**config.mk**
```make
export PLATFORM = sky130hd
export DESIGN_NAME = woz_sd_arbiter
export DESIGN_NICKNAME = d
export VERILOG_FILES = /design/src/rtl/woz_sd_arbiter.sv
export SDC_FILE = /design/constraint.sdc
export NUM_CORES = 1
export LEC_CHECK = 0
export CORE_ASPECT_RATIO = 0.9
export CORE_MARGIN = 8
export CORE_UTILIZATION = 35
export DETAILED_ROUTE_END_ITERATION = 7
export HOLD_SLACK_MARGIN = 0.1
export PLACE_DENSITY = 0.74
export REMOVE_ABC_BUFFERS = 1
export SLEW_MARGIN = 20
export SYNTH_ARGS = -nofsm -noshare
export SYNTH_HDL_FRONTEND = slang
export SYNTH_SLANG_ARGS = --single-unit
```
**constraint.sdc**
```tcl
create_clock -name clk -period 3.5 [get_ports clk]
set_input_delay 0.7 -clock clk [delete_from_list [all_inputs] [get_ports clk]]
set_output_delay 0.7 -clock clk [all_outputs]
set_load 0.05 [all_outputs]
```
**src/rtl/woz_sd_arbiter.sv**
```systemverilog
// Round-robin owner of the shared SD block channel for several track-buffer loaders.
// Each requester's LBA is offset into its own window; ack/strobes go only to the owner.
module woz_sd_arbiter #(
    parameter int NUM_REQ          = 2,
    parameter int LBA_WINDOW_SHIFT = 16,
    parameter int ACK_TIMEOUT      = 65535
) (
    input  logic                 clk,
    input  logic                 reset,
    input  logic [32*NUM_REQ-1:0] req_lba,
    input  logic [NUM_REQ-1:0]   req_rd,
    input  logic [NUM_REQ-1:0]   req_wr,
    output logic [NUM_REQ-1:0]   req_ack,
    output logic [NUM_REQ-1:0]   req_buff_wr,
    input  logic [8*NUM_REQ-1:0] req_buff_din,
    output logic [31:0]          sd_lba,
    output logic                 sd_rd,
    output logic                 sd_wr,
    input  logic                 sd_ack,
    input  logic [8:0]           sd_buff_addr,
    input  logic                 sd_buff_wr,
    output logic [7:0]           sd_buff_din,
    output logic                 grant_valid,
    output logic [1:0]           grant_idx,
    output logic                 timeout_err
);

    localparam int CW = $clog2(ACK_TIMEOUT + 1);

    typedef enum logic [1:0] {IDLE, ISSUE, XFER, DRAIN} state_t;

    state_t          state, state_n;
    logic [CW-1:0]   cnt;
    logic            old_ack;
    logic [3:0]      rd4, wr4, pend4;
    logic [31:0]     lba_a [4];
    logic [7:0]      din_a [4];
    logic [2:0]      cand;
    logic [1:0]      pick;
    logic            found;
    logic            do_grant, do_clear, do_drop, to_pulse, cnt_inc;
    logic            unused_addr;

    assign unused_addr = ^sd_buff_addr;

    // Pad per-requester buses to four slots so a 2-bit index always fits.
    assign rd4   = 4'(req_rd);
    assign wr4   = 4'(req_wr);
    assign pend4 = rd4 | wr4;

    for (genvar i = 0; i < 4; i++) begin : g_pad
        if (i < NUM_REQ) begin : g_on
            assign lba_a[i] = req_lba[32*i +: 32];
            assign din_a[i] = req_buff_din[8*i +: 8];
        end else begin : g_off
            assign lba_a[i] = '0;
            assign din_a[i] = '0;
        end
    end

    for (genvar i = 0; i < NUM_REQ; i++) begin : g_route
        assign req_ack[i]     = sd_ack & grant_valid & (grant_idx == 2'(i));
        assign req_buff_wr[i] = sd_buff_wr & req_ack[i];
    end

    assign sd_buff_din = grant_valid ? din_a[grant_idx] : 8'h00;

    always_comb begin
        pick  = grant_idx;
        found = 1'b0;
        cand  = '0;
        for (int k = 1; k <= NUM_REQ; k++) begin
            cand = {1'b0, grant_idx} + 3'(k);
            if (cand >= 3'(NUM_REQ))
                cand = cand - 3'(NUM_REQ);
            if (!found && pend4[cand[1:0]]) begin
                found = 1'b1;
                pick  = cand[1:0];
            end
        end
    end

    always_comb begin
        state_n  = state;
        do_grant = 1'b0;
        do_clear = 1'b0;
        do_drop  = 1'b0;
        to_pulse = 1'b0;
        cnt_inc  = 1'b0;
        unique case (state)
            IDLE: begin
                if (!sd_ack && found) begin
                    do_grant = 1'b1;
                    state_n  = ISSUE;
                end
            end
            ISSUE: begin
                if (sd_ack) begin
                    do_clear = 1'b1;
                    state_n  = XFER;
                end else if (cnt == CW'(ACK_TIMEOUT)) begin
                    do_clear = 1'b1;
                    do_drop  = 1'b1;
                    to_pulse = 1'b1;
                    state_n  = IDLE;
                end else begin
                    cnt_inc = 1'b1;
                end
            end
            XFER: begin
                if (old_ack && !sd_ack) begin
                    do_drop = 1'b1;
                    state_n = DRAIN;
                end
            end
            DRAIN: state_n = IDLE;
            default: state_n = IDLE;
        endcase
    end

    always_ff @(posedge clk) begin
        if (reset)
            state <= IDLE;
        else
            state <= state_n;
    end

    always_ff @(posedge clk) begin
        if (reset) begin
            sd_rd       <= 1'b0;
            sd_wr       <= 1'b0;
            sd_lba      <= '0;
            grant_valid <= 1'b0;
            grant_idx   <= 2'(NUM_REQ - 1);
            timeout_err <= 1'b0;
            cnt         <= '0;
            old_ack     <= 1'b0;
        end else begin
            old_ack     <= sd_ack;
            timeout_err <= to_pulse;
            if (cnt_inc)
                cnt <= cnt + 1'b1;
            if (do_grant) begin
                grant_idx   <= pick;
                grant_valid <= 1'b1;
                sd_lba      <= lba_a[pick] + (32'(pick) << LBA_WINDOW_SHIFT);
                sd_rd       <= rd4[pick];
                sd_wr       <= !rd4[pick] && wr4[pick];
                cnt         <= '0;
            end
            if (do_clear) begin
                sd_rd <= 1'b0;
                sd_wr <= 1'b0;
            end
            if (do_drop)
                grant_valid <= 1'b0;
        end
    end

endmodule

```
==> results.toml, run 1 <==
[die]
pin_count = 147
die_area_um2 = 12740
initial_core_util_pct = 35.98
core_area_um2 = 9125
die_y_um = 107.9
fp.dieW_um = 118.1
core.rowCount = 33

[global_routing]
grt_use_total_pct = 17.11
grt-busiest-layer = "met2"
antenna_found_initial = 0
grtUsageMet2_pct = 29.27
grt_pass1_vias = 3650
grt.met1_usage_pct = 19.51
grt_max_degree = 40
met3_usage_pct = 6.293
grt_pass1_wl_um = 17860
overflow = 0

[worst_setup_path]
rr_worst_depth = 9
critical_path.slowest_cell = "clkdlybuf4s50_1"
cp-end-kind = "flop"
worstPathMaxFanout = 13
required_ns = 3.75
worstSetupPathType = "input port to flop"
crit_chain = "clkdlybuf4s50_1 > nor2_1 > o2bb2ai_4 > inv_1 > buf_4 > ha_1 > ha_1 > nor4b_2 > o2111ai_1 > a311oi_1"
crit_top_cell = "ha_1"
cp-startpoint = "req_rd[0]"
cpPeakStageDelay_ns = 0.42
worstSetupPathDepth = 10
setup.worst_path.end = "sd_lba[22]"
worst-path-buf-inv = 3
rr_endpoint = "sd_lba[22]"
critical_path.top_delay_family = "buffers and inverters"
rr_startpoint = "grant_idx[0]"
worst_setup_path_start_kind = "input port"
cp.arrival_ns = 3.38
reg2reg_slack_ns = 0.80

[sta]
timing_hold_violations_final = 0
period_share_pct = 89.33
tightest_slew_ns = 0.7137
relSlewSlack_pct = 52.20
rsz0062_at_grt = "no"
finalSetupViolCount = 0
fmax_ghz = 0.3199
setup_slack_ns = 0.3736
skew_ns = 0.01212
slew_violations = 0
fin_crit_ns = 3.126
hold_slack_ns = 0.4673

[cells_and_area]
largest_reg_flops = 32
diodes = 0
top_regs = "sd_lba (32), cnt (16), grant_idx (2)"
area_delta_synth_final_pct = 53.24
top_register = "sd_lba"
drive_gt1_share_pct = 8.797
final-instance-count-excl-fill = 679
final_nets = 656

[clock_network]
post_cts_buffers = 0
h-tree-depth = 3
cts_hold_buf = 0
insertion_delay_ns = 0.35
clkSinkCount = 57
cts_buffers = 9
clkSlewWorstSetupHoldPaths_ns = 0.07
cts_tree = "built"
clk_path_buf_depth = 2
ctsResizeCount = 0
cts_root_buf = "clkbuf_8"

[hold_path]
hp-class = "flop to flop"

[logic_synthesis]
synth_xor_xnor_area_share_pct = 4.535
synth.top_cell.area_share_pct = 34.76
yosys.area.top_type = "dfxtp_1"
synth_area_um2 = 3283
synth_edf_count = 0
yosys.area_share.simple_pct = 28.85
synthArstFlopShare_pct = 0
syn_inst = 418
yosys-top-cells-count = "76 x nand2_1, 68 x nor2_1, 57 x dfxtp_1, 26 x a311oi_1, 20 x clkbuf_1"
synthFlopType = "dfxtp_1"
synth-seq-area-share_pct = 34.76
ys_warn_count = 0
synthMuxAreaShare_pct = 8.308
synth_top_family_by_area = "simple AND/OR/NAND/NOR gates"
avgSynthCellArea_um2 = 7.854
ys_seq_elements = 57
yosysUniqueCellTypes = 50
synth_compound_area_share_pct = 16.65
synth_most_common_cell = "nand2_1"
synth_fa_ha_area_share_pct = 2.668
synth.area.top_cells = "dfxtp_1 35%, nand2_1 8.7%, nor2_1 7.8%"

[route]
ant_nets = 0
drc = 0
drt-total-wl_um = 10830
routedWlPerCell_um = 15.95
via_per_inst = 5.178
drt_iter0_markers = 227
via_count = 3516
firstDrtPassIters = 5

[power]
ir_drop_uv = 244.9
p_leak_uw = 0.001935
power_density_nw_per_um2 = 462.7

[place]
dp.cells = 663
pre_cts_slack_ns = 0.05374
post-dp-hpwl_um = 8278
port_buffers = 137
gp_congestion = 0.8748

[flow_run]
cap_viol_max_count = 0

[outcome]
status = "finished, final reports clean"
-- how the worst min path moves through the flow --
stage / from / cells after the start / slack, ns / end
after floorplan: cnt[1] / 2 / 0.47 / cnt[1]
after global placement: sd_lba[23] / 2 / 0.45 / sd_lba[23]
after detailed placement: sd_lba[23] / 2 / 0.45 / sd_lba[23]
after CTS: sd_lba[23] / 2 / 0.47 / sd_lba[23]
after global routing: sd_lba[17] / 2 / 0.50 / sd_lba[17]
final: sd_lba[23] / 2 / 0.47 / sd_lba[23]
-- stage by stage --
stage | TNS, ns | util (%) | cell area (um2) | power (uW)
detailed placement | 0 | 52.65 | 4805 | 1627
floorplan | -2.119 | - | 3174 | 1277
global route | 0 | 55.14 | 5031 | 2448
finish | 0 | 55.14 | 5031 | 2328
CTS | 0 | 55.14 | 5031 | 2343
global placement | 0 | 52.65 | 4805 | 1614
-- per-layer routing --
layer,up-vias,part of all wire (%)
li1,1763,-
met4,0,1.7
met1,1613,44
met5,-,0
met3,14,7.5
met2,126,47
-- report_power, final --
group          switching [uW]  internal (uW)
sequential               36.4            709
combinational             518            348
clock                     310            407
-- logic make-up (layout without fill, tap and decap cells) --
kind of cell,count (synthesis),count (layout)
buf+inv,34,173
flops,57,57
fa+ha+maj,7,7
mux,26,26
compound gates,69,69
xor+xnor,17,17
simple gates,208,208
-- worst reg2reg max path, delay by kind of cell, from the launching register on --
kind,cells,cell delay (ns)
compound gates,3,0.67
fa+ha+maj,2,0.64
flops,1,0.47
buf+inv,3,0.42
simple gates,1,0.41
-- layout make-up --
type / instances / area, um2
Clock buffer: 9 / 123.9
Clock inverter: 7 / 102.6
Fill cell: 838 / 4094
Inverter: 8 / 30.03
Multi-Input combinational cell: 327 / 2004
Sequential cell: 57 / 1141
Tap cell: 122 / 152.6
Timing Repair Buffer: 149 / 1476
-- layout by cell type, fill, tap and decap left out, drive strengths merged, types with 2 or more instances in the layout --
master | synthesis | layout
mux2 | 7 | 7
xor2 | 5 | 5
ha | 7 | 7
nand2b | 2 | 2
a31o | 2 | 2
nand2 | 76 | 76
or4 | 3 | 3
o21ai | 5 | 5
a21oi | 12 | 12
a211oi | 4 | 4
nand4 | 15 | 15
mux2i | 19 | 19
clkinv | 0 | 3
nor2 | 69 | 69
dfxtp | 57 | 57
nand3 | 13 | 13
inv | 8 | 9
nor4 | 2 | 2
or3 | 2 | 2
nor3 | 11 | 11
xnor2 | 12 | 12
clkdlybuf4s50 | 0 | 133
and2 | 4 | 4
and4 | 3 | 3
and3 | 5 | 5
buf | 6 | 16
a311oi | 26 | 26
bufinv | 0 | 2
clkbuf | 20 | 9
o31ai | 4 | 4
nor3b | 2 | 2
a211o | 4 | 4
Note: power is estimated with default switching activity, not from simulation.
==> run 2, diff against run 1 <==
CORE_UTILIZATION = 38   (was 35)
HOLD_SLACK_MARGIN = 0.08   (was 0.1)
MAX_ROUTING_LAYER = met4   (was default)
PLACE_DENSITY = 0.79   (was 0.74)
==> run 2 against run 1 <==
Core utilization rose by 4.1 points; design area barely moved; hold slack improved by 0.0016 ns; die area fell by 6.8%; register-to-register slack got worse by 0.19 ns; worst setup slack got worse by 0.11 ns; largest cell class unchanged; sequential power barely moved; power fell by 0.12%.
==> results.toml, run 2 (synthesis gave the netlist of run 1 again) <==
[global_routing]
grt_pass1_vias = 3682
grt_pass1_wl_um = 17580
grt_max_degree = 40
antenna_found_initial = 0
grt_use_total_pct = 18.62
overflow = 0

[power]
comb_power_share_pct = 37.4
power.internal_uw = 1462
ir_drop_uv = 223.3
swShare_pct = 37.13
power_density_nw_per_um2 = 462.3
seq_power_share_pct = 31.9
p_leak_uw = 0.001939
p_switching_uw = 863.2
p_clk_share_pct = 30.7

[clock_network]
post_cts_buffers = 0
cts_hold_buf = 0
h-tree-depth = 3
clk_path_buf_depth = 2
clkSinkCount = 57
cts_buffers = 9
clkSlewWorstSetupHoldPaths_ns = 0.07
ctsResizeCount = 0
insertion_delay_ns = 0.34
cts_tree = "built"
cts_root_buf = "clkbuf_8"

[worst_setup_path]
crit_top_cell = "ha_1"
worst_setup_path_start_kind = "input port"
cp-end-kind = "flop"
critical_path.slowest_cell = "nor4b_2"
crit_chain = "clkdlybuf4s50_1 > nor2_1 > o2bb2ai_4 > inv_1 > buf_4 > ha_1 > ha_1 > nor4b_2 > o2111ai_1 > a311oi_1"
cp.arrival_ns = 3.48
critical_path.top_delay_family = "buffers and inverters"
worstSetupPathType = "input port to flop"
worstPathMaxFanout = 14
worst-path-buf-inv = 3
required_ns = 3.74
cpPeakStageDelay_ns = 0.44

[route]
drt_iter0_markers = 236
via_per_inst = 5.313
routedWlPerCell_um = 16.09
drt-total-wl_um = 10910
drc = 0
via_count = 3602
firstDrtPassIters = 4
ant_nets = 0

[cells_and_area]
diodes = 0
layout_common_cells = "133 x clkdlybuf4s50_1, 76 x nand2_1, 68 x nor2_1"
area_delta_synth_final_pct = 53.20
largest_reg_flops = 32
final_core_util_pct = 59.26
top_register = "sd_lba"
final-instance-count-excl-fill = 678
top_regs = "sd_lba (32), cnt (16), grant_idx (2)"
mostFrequentLayoutCell = "clkdlybuf4s50_1"
final_nets = 658
drive_gt1_share_pct = 9.123

[flow_run]
cap_viol_max_count = 0

[sta]
setup_slack_ns = 0.2604
finalSetupViolCount = 0
period_share_pct = 92.56
hold_slack_ns = 0.4689
tightest_slew_ns = 0.7122
fmax_ghz = 0.3087
timing_hold_violations_final = 0
skew_ns = 0.009826
rsz0062_at_grt = "no"
fin_crit_ns = 3.240
relSlewSlack_pct = 52.30
slew_violations = 0

[place]
post-dp-hpwl_um = 8138
pre_cts_slack_ns = -0.01027
port_buffers = 137
gp_congestion = 0.8867
dp.cells = 662

[die]
initial_core_util_pct = 38.68
fp.dieW_um = 114.0
pin_count = 147
core.rowCount = 32
die_area_um2 = 11870
die_y_um = 104.2
core_area_um2 = 8488

[hold_path]
hp-class = "flop to flop"

[outcome]
status = "finished, final reports clean"
[run 2: cell count changes in the layout (fill, tap and decap cells not counted)]
cell      previous run  this run
buf_4               14        17
inv_6                1         2
clkinv_4             3         2
buf_12               2         1
[run 2: final timing paths]
path | from | endpoint | slack (ns) | cells after the start
min | sd_lba[23] | sd_lba[23] | 0.47 | 2
max | req_rd[0] | sd_lba[22] | 0.26 | 10
min reg2reg | sd_lba[23] | sd_lba[23] | 0.47 | 2
max reg2reg | grant_idx[0] | sd_lba[22] | 0.61 | 10
[run 2: metal layers]
metal  vias to the layer above  global-route usage (%)  part of all wire (%)
li1                       1771                       -                     -
met4                         0                   6.458                   1.4
met1                      1687                   21.73                    44
met5                         -                       -                     0
met2                       134                   31.15                    48
met3                        10                   3.540                   6.2
[run 2: worst reg2reg max path: stages (launching register included)]
cell and delay [ns]:
dfxtp_1 0.33, buf_4 0.25, nand2b_4 0.08, o2bb2ai_4 0.32
nand2_1 0.11, a21oi_1 0.17, ha_1 0.35, ha_1 0.28
nor4b_2 0.44, o2111ai_1 0.18, a311oi_1 0.30
[run 2: area by class of cell]
cell class / instances / area (um2)
tap: 119 / 148.9
sequential: 57 / 1141
timing repair buffer: 151 / 1479
clock buffer: 9 / 123.9
inverter: 8 / 30.03
clock inverter: 7 / 102.6
fill: 769 / 3458
multi-input combinational: 327 / 2004
[run 2: power groups by stage]
stage	sequential [uW]	combinational, uW	clock, uW
2_1_floorplan	953	323	0
3_3_place_gp	754	853	0
3_5_place_dp	756	869	0
4_1_cts	742	873	728
5_1_grt	749	931	754
6_report	742	869	714
[run 2: metrics by stage]
step	total power (uW)	area, um2	setup TNS [ns]
4_1_cts	2343	5030	0
5_1_grt	2434	5030	0
3_3_place_gp	1607	4803	0
2_1_floorplan	1277	3174	-2.119
6_report	2325	5030	0
3_5_place_dp	1625	4803	-0.01027
